===== config.mk =====
export PLATFORM = sky130hd
export DESIGN_NAME = multiply_accumulate_unit
export DESIGN_NICKNAME = d
export VERILOG_FILES = /design/src/rtl/multiply_accumulate_unit_pkg.sv /design/src/rtl/multiply_accumulate_unit_mac_step.sv /design/src/rtl/multiply_accumulate_unit.sv
export SDC_FILE = /design/constraint.sdc
export NUM_CORES = 1
export LEC_CHECK = 0
export CORE_AREA = 2 2 300 302
export DETAILED_ROUTE_END_ITERATION = 8
export DIE_AREA = 0 0 302 304
export DONT_BUFFER_PORTS = 1
export PLACE_DENSITY = 0.62
export SLEW_MARGIN = 10
export SYNTH_ARGS = -nofsm -noshare
export SYNTH_HDL_FRONTEND = slang
export SYNTH_SLANG_ARGS = --single-unit

===== constraint.sdc =====
create_clock -name clk -period 16.3 [get_ports clk]
set_input_delay 3.26 -clock clk [delete_from_list [all_inputs] [get_ports clk]]
set_output_delay 3.26 -clock clk [all_outputs]
set_load 0.01 [all_outputs]

===== src/rtl/multiply_accumulate_unit_pkg.sv =====
// Shared opcode encodings, FSM state type and opcode classification helpers
// for the iterative multiply-accumulate unit.
package multiply_accumulate_unit_pkg;

  localparam logic [3:0] OP_MUL   = 4'b0000;
  localparam logic [3:0] OP_MLA   = 4'b0001;
  localparam logic [3:0] OP_UMULL = 4'b0100;
  localparam logic [3:0] OP_UMLAL = 4'b0101;
  localparam logic [3:0] OP_SMULL = 4'b0110;
  localparam logic [3:0] OP_SMLAL = 4'b0111;

  typedef enum logic [1:0] {
    ST_IDLE = 2'b00,
    ST_RUN  = 2'b01,
    ST_DONE = 2'b10
  } state_t;

  function automatic logic op_is_valid(input logic [3:0] op);
    case (op)
      OP_MUL, OP_MLA, OP_UMULL, OP_UMLAL, OP_SMULL, OP_SMLAL: return 1'b1;
      default: return 1'b0;
    endcase
  endfunction

  function automatic logic op_is_long(input logic [3:0] op);
    case (op)
      OP_UMULL, OP_UMLAL, OP_SMULL, OP_SMLAL: return 1'b1;
      default: return 1'b0;
    endcase
  endfunction

  function automatic logic op_is_signed(input logic [3:0] op);
    return (op == OP_SMULL) || (op == OP_SMLAL);
  endfunction

  function automatic logic op_is_accum(input logic [3:0] op);
    return (op == OP_MLA) || (op == OP_UMLAL) || (op == OP_SMLAL);
  endfunction

endpackage


===== src/rtl/multiply_accumulate_unit_mac_step.sv =====
// One radix-2^STEP iteration: adds STEP multiplier bits times the
// multiplicand into the running double-width sum.
module mac_step #(
  parameter int unsigned WIDTH = 32,
  parameter int unsigned STEP  = 4
) (
  input  logic [2*WIDTH-1:0] i_sum,
  input  logic [2*WIDTH-1:0] i_mcand,
  input  logic [STEP-1:0]    i_bits,
  output logic [2*WIDTH-1:0] o_sum
);

  always_comb begin
    o_sum = i_sum;
    for (int unsigned i = 0; i < STEP; i++) begin
      if (i_bits[i]) begin
        o_sum = o_sum + (i_mcand << i);
      end
    end
  end

endmodule


===== src/rtl/multiply_accumulate_unit.sv =====
// Iterative multiply / multiply-accumulate unit retiring STEP multiplier bits
// per cycle; signed ops run on magnitudes and fix the sign at the end.
module multiply_accumulate_unit
  import multiply_accumulate_unit_pkg::*;
#(
  parameter int unsigned WIDTH = 32,
  parameter int unsigned STEP  = 4
) (
  input  logic               clk,
  input  logic               rst,
  input  logic               start,
  input  logic [3:0]         opcode,
  input  logic [WIDTH-1:0]   a,
  input  logic [WIDTH-1:0]   b,
  input  logic [WIDTH-1:0]   c,
  input  logic [WIDTH-1:0]   d,
  output logic               ready,
  output logic               done,
  output logic [2*WIDTH-1:0] result,
  output logic               flag_n,
  output logic               flag_z,
  output logic               err
);

  localparam int unsigned ITER  = WIDTH / STEP;
  localparam int unsigned CNT_W = (ITER > 1) ? $clog2(ITER) : 1;
  localparam logic [CNT_W-1:0] CNT_LAST = CNT_W'(ITER - 1);

  state_t               r_state;
  logic [3:0]           r_op;
  logic [2*WIDTH-1:0]   r_sum;
  logic [2*WIDTH-1:0]   r_mcand;
  logic [WIDTH-1:0]     r_mplier;
  logic                 r_neg;
  logic [2*WIDTH-1:0]   r_acc;
  logic [CNT_W-1:0]     r_cnt;
  logic [2*WIDTH-1:0]   r_result;
  logic                 r_flag_n;
  logic                 r_flag_z;
  logic                 r_err;

  logic                 w_signed;
  logic [WIDTH-1:0]     w_mag_a;
  logic [WIDTH-1:0]     w_mag_b;
  logic [2*WIDTH-1:0]   w_acc_in;
  logic [2*WIDTH-1:0]   w_step_sum;
  logic [2*WIDTH-1:0]   w_prod;
  logic [2*WIDTH-1:0]   w_total;
  logic                 w_long;
  logic [2*WIDTH-1:0]   w_res;
  logic                 w_n;
  logic                 w_z;

  // Most-negative operand maps to 2^(WIDTH-1), which still fits unsigned.
  always_comb begin
    w_signed = op_is_signed(opcode);
    w_mag_a  = (w_signed && a[WIDTH-1]) ? -a : a;
    w_mag_b  = (w_signed && b[WIDTH-1]) ? -b : b;
    w_acc_in = '0;
    if (op_is_accum(opcode)) begin
      w_acc_in = op_is_long(opcode) ? {c, d} : {{WIDTH{1'b0}}, c};
    end
  end

  mac_step #(
    .WIDTH (WIDTH),
    .STEP  (STEP)
  ) u_mac_step (
    .i_sum   (r_sum),
    .i_mcand (r_mcand),
    .i_bits  (r_mplier[STEP-1:0]),
    .o_sum   (w_step_sum)
  );

  always_comb begin
    w_prod  = r_neg ? -w_step_sum : w_step_sum;
    w_total = w_prod + r_acc;
    w_long  = op_is_long(r_op);
    w_res   = w_long ? w_total : {{WIDTH{1'b0}}, w_total[WIDTH-1:0]};
    w_n     = w_long ? w_total[2*WIDTH-1] : w_total[WIDTH-1];
    w_z     = w_long ? (w_total == '0) : (w_total[WIDTH-1:0] == '0);
  end

  always_ff @(posedge clk) begin
    if (rst) begin
      r_state  <= ST_IDLE;
      r_cnt    <= '0;
      r_result <= '0;
      r_flag_n <= 1'b0;
      r_flag_z <= 1'b0;
      r_err    <= 1'b0;
    end else begin
      case (r_state)
        ST_IDLE, ST_DONE: begin
          if (start) begin
            r_op <= opcode;
            if (op_is_valid(opcode)) begin
              r_state  <= ST_RUN;
              r_sum    <= '0;
              r_cnt    <= '0;
              r_mcand  <= {{WIDTH{1'b0}}, w_mag_a};
              r_mplier <= w_mag_b;
              r_neg    <= w_signed && (a[WIDTH-1] ^ b[WIDTH-1]);
              r_acc    <= w_acc_in;
            end else begin
              r_state  <= ST_DONE;
              r_result <= '0;
              r_flag_n <= 1'b0;
              r_flag_z <= 1'b0;
              r_err    <= 1'b1;
            end
          end else begin
            r_state <= ST_IDLE;
          end
        end
        ST_RUN: begin
          r_sum    <= w_step_sum;
          r_mcand  <= r_mcand << STEP;
          r_mplier <= r_mplier >> STEP;
          r_cnt    <= r_cnt + CNT_W'(1);
          if (r_cnt == CNT_LAST) begin
            r_state  <= ST_DONE;
            r_cnt    <= '0;
            r_result <= w_res;
            r_flag_n <= w_n;
            r_flag_z <= w_z;
            r_err    <= 1'b0;
          end
        end
        default: r_state <= ST_IDLE;
      endcase
    end
  end

  assign ready  = (r_state != ST_RUN);
  assign done   = (r_state == ST_DONE);
  assign result = r_result;
  assign flag_n = r_flag_n;
  assign flag_z = r_flag_z;
  assign err    = r_err;

endmodule


---- After elaboration in Yosys (flattened, before gate mapping) ----
Index checks and enable logic that the tools add are counted.
operators by class
  reduce and logical (&&, ||, !) cells .... 21
  eq/ne operators ......................... 17
  mux-type cells .......................... 49
  bitwise gates (word level) .............. 2
  add/subtract/negate cells ............... 9
operators by type and width
  kind                                                                    count
  64-bit 2-to-1 mux                                                       13
  64-bit case mux with 2 select lines                                     3
  64-bit adder                                                            5
  32-bit 2-to-1 mux                                                       5
  64-bit zero test                                                        1
  32-bit negator                                                          2
  64-bit negator                                                          1
  32-bit case mux with 2 select lines                                     1
  4-bit by 3-bit equality test with 1-bit output (second input constant)  8
  32-bit zero test                                                        1
  1-bit 2-to-1 mux                                                        16
  4-bit AND reduction                                                     3
  3-bit 2-to-1 mux                                                        3
  2-bit != test (second input constant)                                   4
  4-bit OR reduction                                                      2
  2-bit 2-to-1 mux                                                        3
  1-bit case mux with 2 select lines                                      3
  3-bit case mux with 2 select lines                                      1
  3-bit AND reduction                                                     2
  6-bit OR reduction                                                      1
  4-bit by 1-bit equality test with 1-bit output (second input constant)  1
  4-bit zero test                                                         1
  2-bit case mux with 2 select lines                                      1
  3-bit by 1-bit adder with 3-bit output (second input constant)          1
  12 further kinds                                                        16
storage, ports and cells
  register bits ........................... 301
  logic and storage cells ................. 111
  input port bits ......................... 135

---- Depth between registers and ports, before layout ----
  depth after elaboration ................. 15
  gate-level depth with buffers ........... 62

---- Hierarchy ----
Synthesis repeated with hierarchy kept, for this count alone.
second synthesis, totals
  cells, all modules ...................... 4572
  area total of the unflattened synthesis .. 36209.7 um^2
modules (own cells, without submodules)
  module                    times used  cells each  area an instance (um^2)
  multiply_accumulate_unit  1           2033        18712.9
  mac_step                  1           2539        17496.8

---- Worst setup path after synthesis ----
OpenSTA, ideal clock, no wires.
  kind .................................... register to register
  from .................................... register r_mplier[0]
  to ...................................... register r_flag_z (netlist: flag_z)
  arrival time ............................ 12383 ps
  buffers on the path ..................... 12
  required time ........................... 16221 ps
  stages on the path, launching flop included .. 54
  setup slack ............................. 3838 ps
  cell sequence ........................... edfxtp_1 -> buf_2 -> buf_2 -> buf_2 -> buf_2 -> buf_2 -> buf_2 -> buf_1 -> clkbuf_1 -> clkbuf_1 -> mux2_2 -> ha_1 -> nand2b_1 -> a211oi_2 -> o21ai_1 -> o21ai_0 -> a21boi_0 -> xnor2_1 -> [... 18 more ...] -> nand3b_1 -> or3_1 -> nand3b_1 -> nand2_1 -> xnor2_1 -> ha_1 -> clkbuf_1 -> a2111o_1 -> o21ai_0 -> o21ai_0 -> a211oi_1 -> a21oi_1 -> xor2_1 -> or4_1 -> nor4b_1 -> and4bb_2 -> a21boi_0 -> a211oi_2
between the ends
  longest elaborated chain between the ends .. 14
  elaborated cells between the ends (all ways) .. 15
ends and longest elaborated chain
  item                                                  line                                     RTL
  from (decl)                                           multiply_accumulate_unit.sv:33           logic [WIDTH-1:0] r_mplier;
  from (signal assigned)                                multiply_accumulate_unit.sv:102          r_mplier <= w_mag_b;
  from (signal assigned)                                multiply_accumulate_unit.sv:119          r_mplier <= r_mplier >> STEP;
  64-bit 2-to-1 mux (*)                                 multiply_accumulate_unit_mac_step.sv:16  if (i_bits[i]) begin
  64-bit adder                                          multiply_accumulate_unit_mac_step.sv:17  o_sum = o_sum + (i_mcand << i);
  64-bit 2-to-1 mux (*)                                 multiply_accumulate_unit_mac_step.sv:16
  64-bit adder                                          multiply_accumulate_unit_mac_step.sv:17
  64-bit 2-to-1 mux (*)                                 multiply_accumulate_unit_mac_step.sv:16
  64-bit adder                                          multiply_accumulate_unit_mac_step.sv:17
  64-bit 2-to-1 mux (*)                                 multiply_accumulate_unit_mac_step.sv:16
  64-bit negator                                        multiply_accumulate_unit.sv:76           w_prod = r_neg ? -w_step_sum : w_step_sum;
  64-bit 2-to-1 mux (*)                                 multiply_accumulate_unit.sv:76
  64-bit adder (*)                                      multiply_accumulate_unit.sv:77           w_total = w_prod + r_acc;
  64-bit zero test or 32-bit zero test (tied branches)  multiply_accumulate_unit.sv:81           w_z = w_long ? (w_total == '0) : (w_total[WIDTH-1:0] == '0);
  1-bit 2-to-1 mux (*)                                  multiply_accumulate_unit.sv:81
  1-bit 2-to-1 mux (*)                                  multiply_accumulate_unit.sv:121          if (r_cnt == CNT_LAST) begin
  1-bit case mux with 2 select lines (*)                multiply_accumulate_unit.sv:93           case (r_state)
  to (signal assigned)                                  multiply_accumulate_unit.sv:126          r_flag_z <= w_z;
  to (decl)                                             multiply_accumulate_unit.sv:39           logic r_flag_z;
Mark *: on every way between the ends. The rest lies on a longest branch, timed or not. The select of a mux whose other input is x is not followed.
A chain may end at the register's enable or synchronous reset.

---- Worst setup path after layout ----
  from .................................... register r_mcand[12]
  to ...................................... register r_flag_z (netlist: flag_z)
between the ends
  longest elaborated chain between the ends .. 15
  elaborated cells between the ends (all ways) .. 16
ends and longest elaborated chain
  item                                                  line                                     RTL
  from (decl)                                           multiply_accumulate_unit.sv:32           logic [2*WIDTH-1:0] r_mcand;
  from (signal assigned)                                multiply_accumulate_unit.sv:101          r_mcand <= {{WIDTH{1'b0}}, w_mag_a};
  from (signal assigned)                                multiply_accumulate_unit.sv:118          r_mcand <= r_mcand << STEP;
  64-bit adder                                          multiply_accumulate_unit_mac_step.sv:17
  64-bit 2-to-1 mux                                     multiply_accumulate_unit_mac_step.sv:16
  64-bit adder                                          multiply_accumulate_unit_mac_step.sv:17
  64-bit 2-to-1 mux                                     multiply_accumulate_unit_mac_step.sv:16
  64-bit adder                                          multiply_accumulate_unit_mac_step.sv:17
  64-bit 2-to-1 mux                                     multiply_accumulate_unit_mac_step.sv:16
  64-bit adder                                          multiply_accumulate_unit_mac_step.sv:17
  64-bit 2-to-1 mux (*)                                 multiply_accumulate_unit_mac_step.sv:16
  64-bit negator                                        multiply_accumulate_unit.sv:76
  64-bit 2-to-1 mux (*)                                 multiply_accumulate_unit.sv:76
  64-bit adder (*)                                      multiply_accumulate_unit.sv:77
  64-bit zero test or 32-bit zero test (tied branches)  multiply_accumulate_unit.sv:81
  1-bit 2-to-1 mux (*)                                  multiply_accumulate_unit.sv:81
  1-bit 2-to-1 mux (*)                                  multiply_accumulate_unit.sv:121
  1-bit case mux with 2 select lines (*)                multiply_accumulate_unit.sv:93
Marks and branches as above.

==> results.yml <==
grt:
  grt_pass1_wl_mm: 251
  grt_overflow: 0
  grt_usage_pct: 36.0
  grt_start_max_net_pins: 146
  grt_pass1_vias: 39200
  antenna_found_initial: 1
outcome:
  status: "finished, violations left"
  failed_checks: "max-capacitance violations, max-slew violations"
run:
  maxCapViolCount: 1
route:
  ant_nets: 0
  drc: 0
  initialDrtViolationCount: 5852
  viasPerCell: 6.72
  wl_per_cell_um: 27.0
  dr.pass1.iters: 8
  routed_wl_mm: 171
  num_vias: 42700
cts:
  clk_pin_slew_ns: 0.06
  cts-hold-fix-buffers: 0
  cts_max_level: 2
  cts_tree: "built"
  cts_sinks: 299
  numCtsBuffers: 38
  clk_path_buf_depth: 3
  clock_latency_ns: 0.60
  clock-root-buffer: "clkbuf_16"
floorplan:
  dieWidth_um: 302
  fp-row-count: 110
  die_h_um: 304
  dieArea_um2: 91800
  coreArea_um2: 89000
  start_util_pct: 44.4
  num_io_pins: 204
finish:
  syn_to_final_growth_pct: 5.67
  post-route-cell-area_um2: 41800
  post-route-util_pct: 46.9
  drive_gt1_share_pct: 5.36
  fin_nets: 5613
synthesis:
  synth_edf_count: 227
  ys_warn_count: 0
  netlist_top_cells_area: "edfxtp_1, ha_1, a21oi_1, nand2_1, o21ai_0"
  synth_seq_cells: 299
  synthFlopType: "edfxtp_1"
  async_reset_ff_share_pct: 0
  synthesis.nets: 5791
  synth.avg_cell_area_um2: 7.41
  syn_area_um2: 39500
  yosysTopAreaCell: "edfxtp_1"
  ys_seq_area_share_pct: 20.9
  synth_commonest_cells: "nand2_1, a21oi_1, nor2_1, o21ai_0, ha_1"
  yosys.cell_count.top_type: "nand2_1"
  synthCells: 5333
  synth_cell_types: 115
  synth_top_area_share_pct: 17.2
worst_setup_path:
  cp-startpoint: "r_mcand[12]"
  cp.required_ns: 16.80
  cpPeakStageDelay_ns: 0.88
  crit_fanout: 10
  rr_startpoint: "r_mcand[12]"
  worstSetupStartpointType: "register"
  crit_slowest_cell: "a221oi_1"
  cp_top_family: "compound AO/OA/AOI/OAI gates"
  critPathBufInv: 0
  worstSetupPathType: "reg -> reg"
  end_kind: "register"
  cpMostUsedCell: "o21ai_0"
  cp_data_arrival_time_ns: 16.03
timing:
  slew_headroom_pct: -4.65
  finClkSkew_ns: 0.0340
  fin_ws_ns: 0.764
  slew_viol_final: 3
  finalCritPeriodShare_pct: 95.3
  final.min_clock_period_ns: 15.54
  max_slew.worst_pin.slew_ns: 1.57
  setup_viol: 0
  fmax_mhz: 64.4
  tns_ns: 0
  hold_viol_final: 0
place:
  io_buffers: 0
  place_ws_ns: 0.357
  placed_area_um2: 40500
  place_congestion: 1.03
  hpwl_mm: 138
power:
  leakagePower_nw: 15.7
  power_density_nw_per_um2: 133
  irDropWorstVdd_mv: 0.101
hold_path:
  hp-start: "result[55]"
  min_path_type: "reg -> reg"
[tightest hold or removal path, delay by kind of cell (launching register included)]
kind | cells | cell delay, ns
compound gates | 1 | 0.05
flops | 1 | 0.34
simple gates | 1 | 0.06
[registers in the layout (all words and copies together) (netlist names)]
| signal | flops |
|---|---|
| r_cnt | 3 |
| result | 64 |
| r_acc | 64 |
| err | 1 |
| r_op | 2 |
| r_neg | 1 |
| r_sum | 64 |
| r_mplier | 32 |
| flag_z | 1 |
| r_mcand | 64 |
| flag_n | 1 |
| r_state | 2 |
[placed cells by master (no fill, tap or decap), types with 38 or more instances in the layout]
master and count:
nor3_1 107, o21ai_0 396, a21o_1 135, o211ai_1 62
a22oi_1 65, mux2i_1 49, clkbuf_16 40, nand4_1 141
mux2_2 46, nand3_1 108, xor2_1 127, or3_1 62
edfxtp_1 227, o21a_1 62, nor2b_1 38, ha_1 318
xnor2_1 191, a211oi_1 71, buf_4 58, o21bai_1 41
nor4_1 47, nor2_1 507, nand2b_1 53, o31ai_1 47
and3_1 75, and2_1 87, inv_1 135, a21oi_1 524
a31oi_1 66, nand2_1 671, dfxtp_1 72
[repair_timing]
| action | in CTS | in global routing |
|---|---|---|
| endpoints found under the setup margin | 0 | 3 |
| resized for setup | 0 | 12 |
| buffers inserted | 0 | 0 |
[area by class of cell]
type,instances,area [um2]
Clock buffer,43,1020
Timing Repair Buffer,61,495
Fill cell,9057,47300
Clock inverter,25,254
Sequential cell,299,8260
Tap cell,1176,1470
Inverter,138,518
Multi-Input combinational cell,4617,29800
Antenna cell,3,7.51
[path summary, 6_finish.rpt]
| path | end | slack [ns] | cells past startpoint |
|---|---|---|---|
| min | result[55] | 0.50 | 2 |
| max reg2reg | flag_z | 0.76 | 48 |
| min reg2reg | result[55] | 0.50 | 2 |
| max | flag_z | 0.76 | 48 |
[per-stage QoR]
step	power, mW	cells	hold WS [ns]
floorplan	3.50	5333	0.472
global placement	4.51	6291	0.486
detailed placement	4.50	6291	0.492
CTS	5.42	6359	0.501
global route	5.88	6359	0.533
finish	5.55	6362	0.497
[cells by family after synthesis]
family                   Yosys count  synth area share [%]
adder cells (fa/ha/maj)          323                  10.3
AND/OR/NAND/NOR                 2040                  24.9
XOR/XNOR                         319                  7.10
multiplexers                      98                  2.65
AO/OA/AOI/OAI                   1837                  30.1
flip-flops                       299                  20.9
buffers and inverters            417                  4.06
[where the power goes]
part / internal, mW / switching [mW]
registers: 0.858 / 0.0394
clock network: 0.518 / 0.379
logic: 1.30 / 2.45
[metal layers]
metal / track usage [%] / routed length [um] / vias to the layer above
met4: 13.0 / 7290 / 0
met5: 0 / 0 / -
li1: - / - / 19700
met2: 53.9 / 72100 / 2388
met3: 7.11 / 18900 / 312
met1: 51.0 / 73200 / 20300
(Power assumes the default switching activity.)
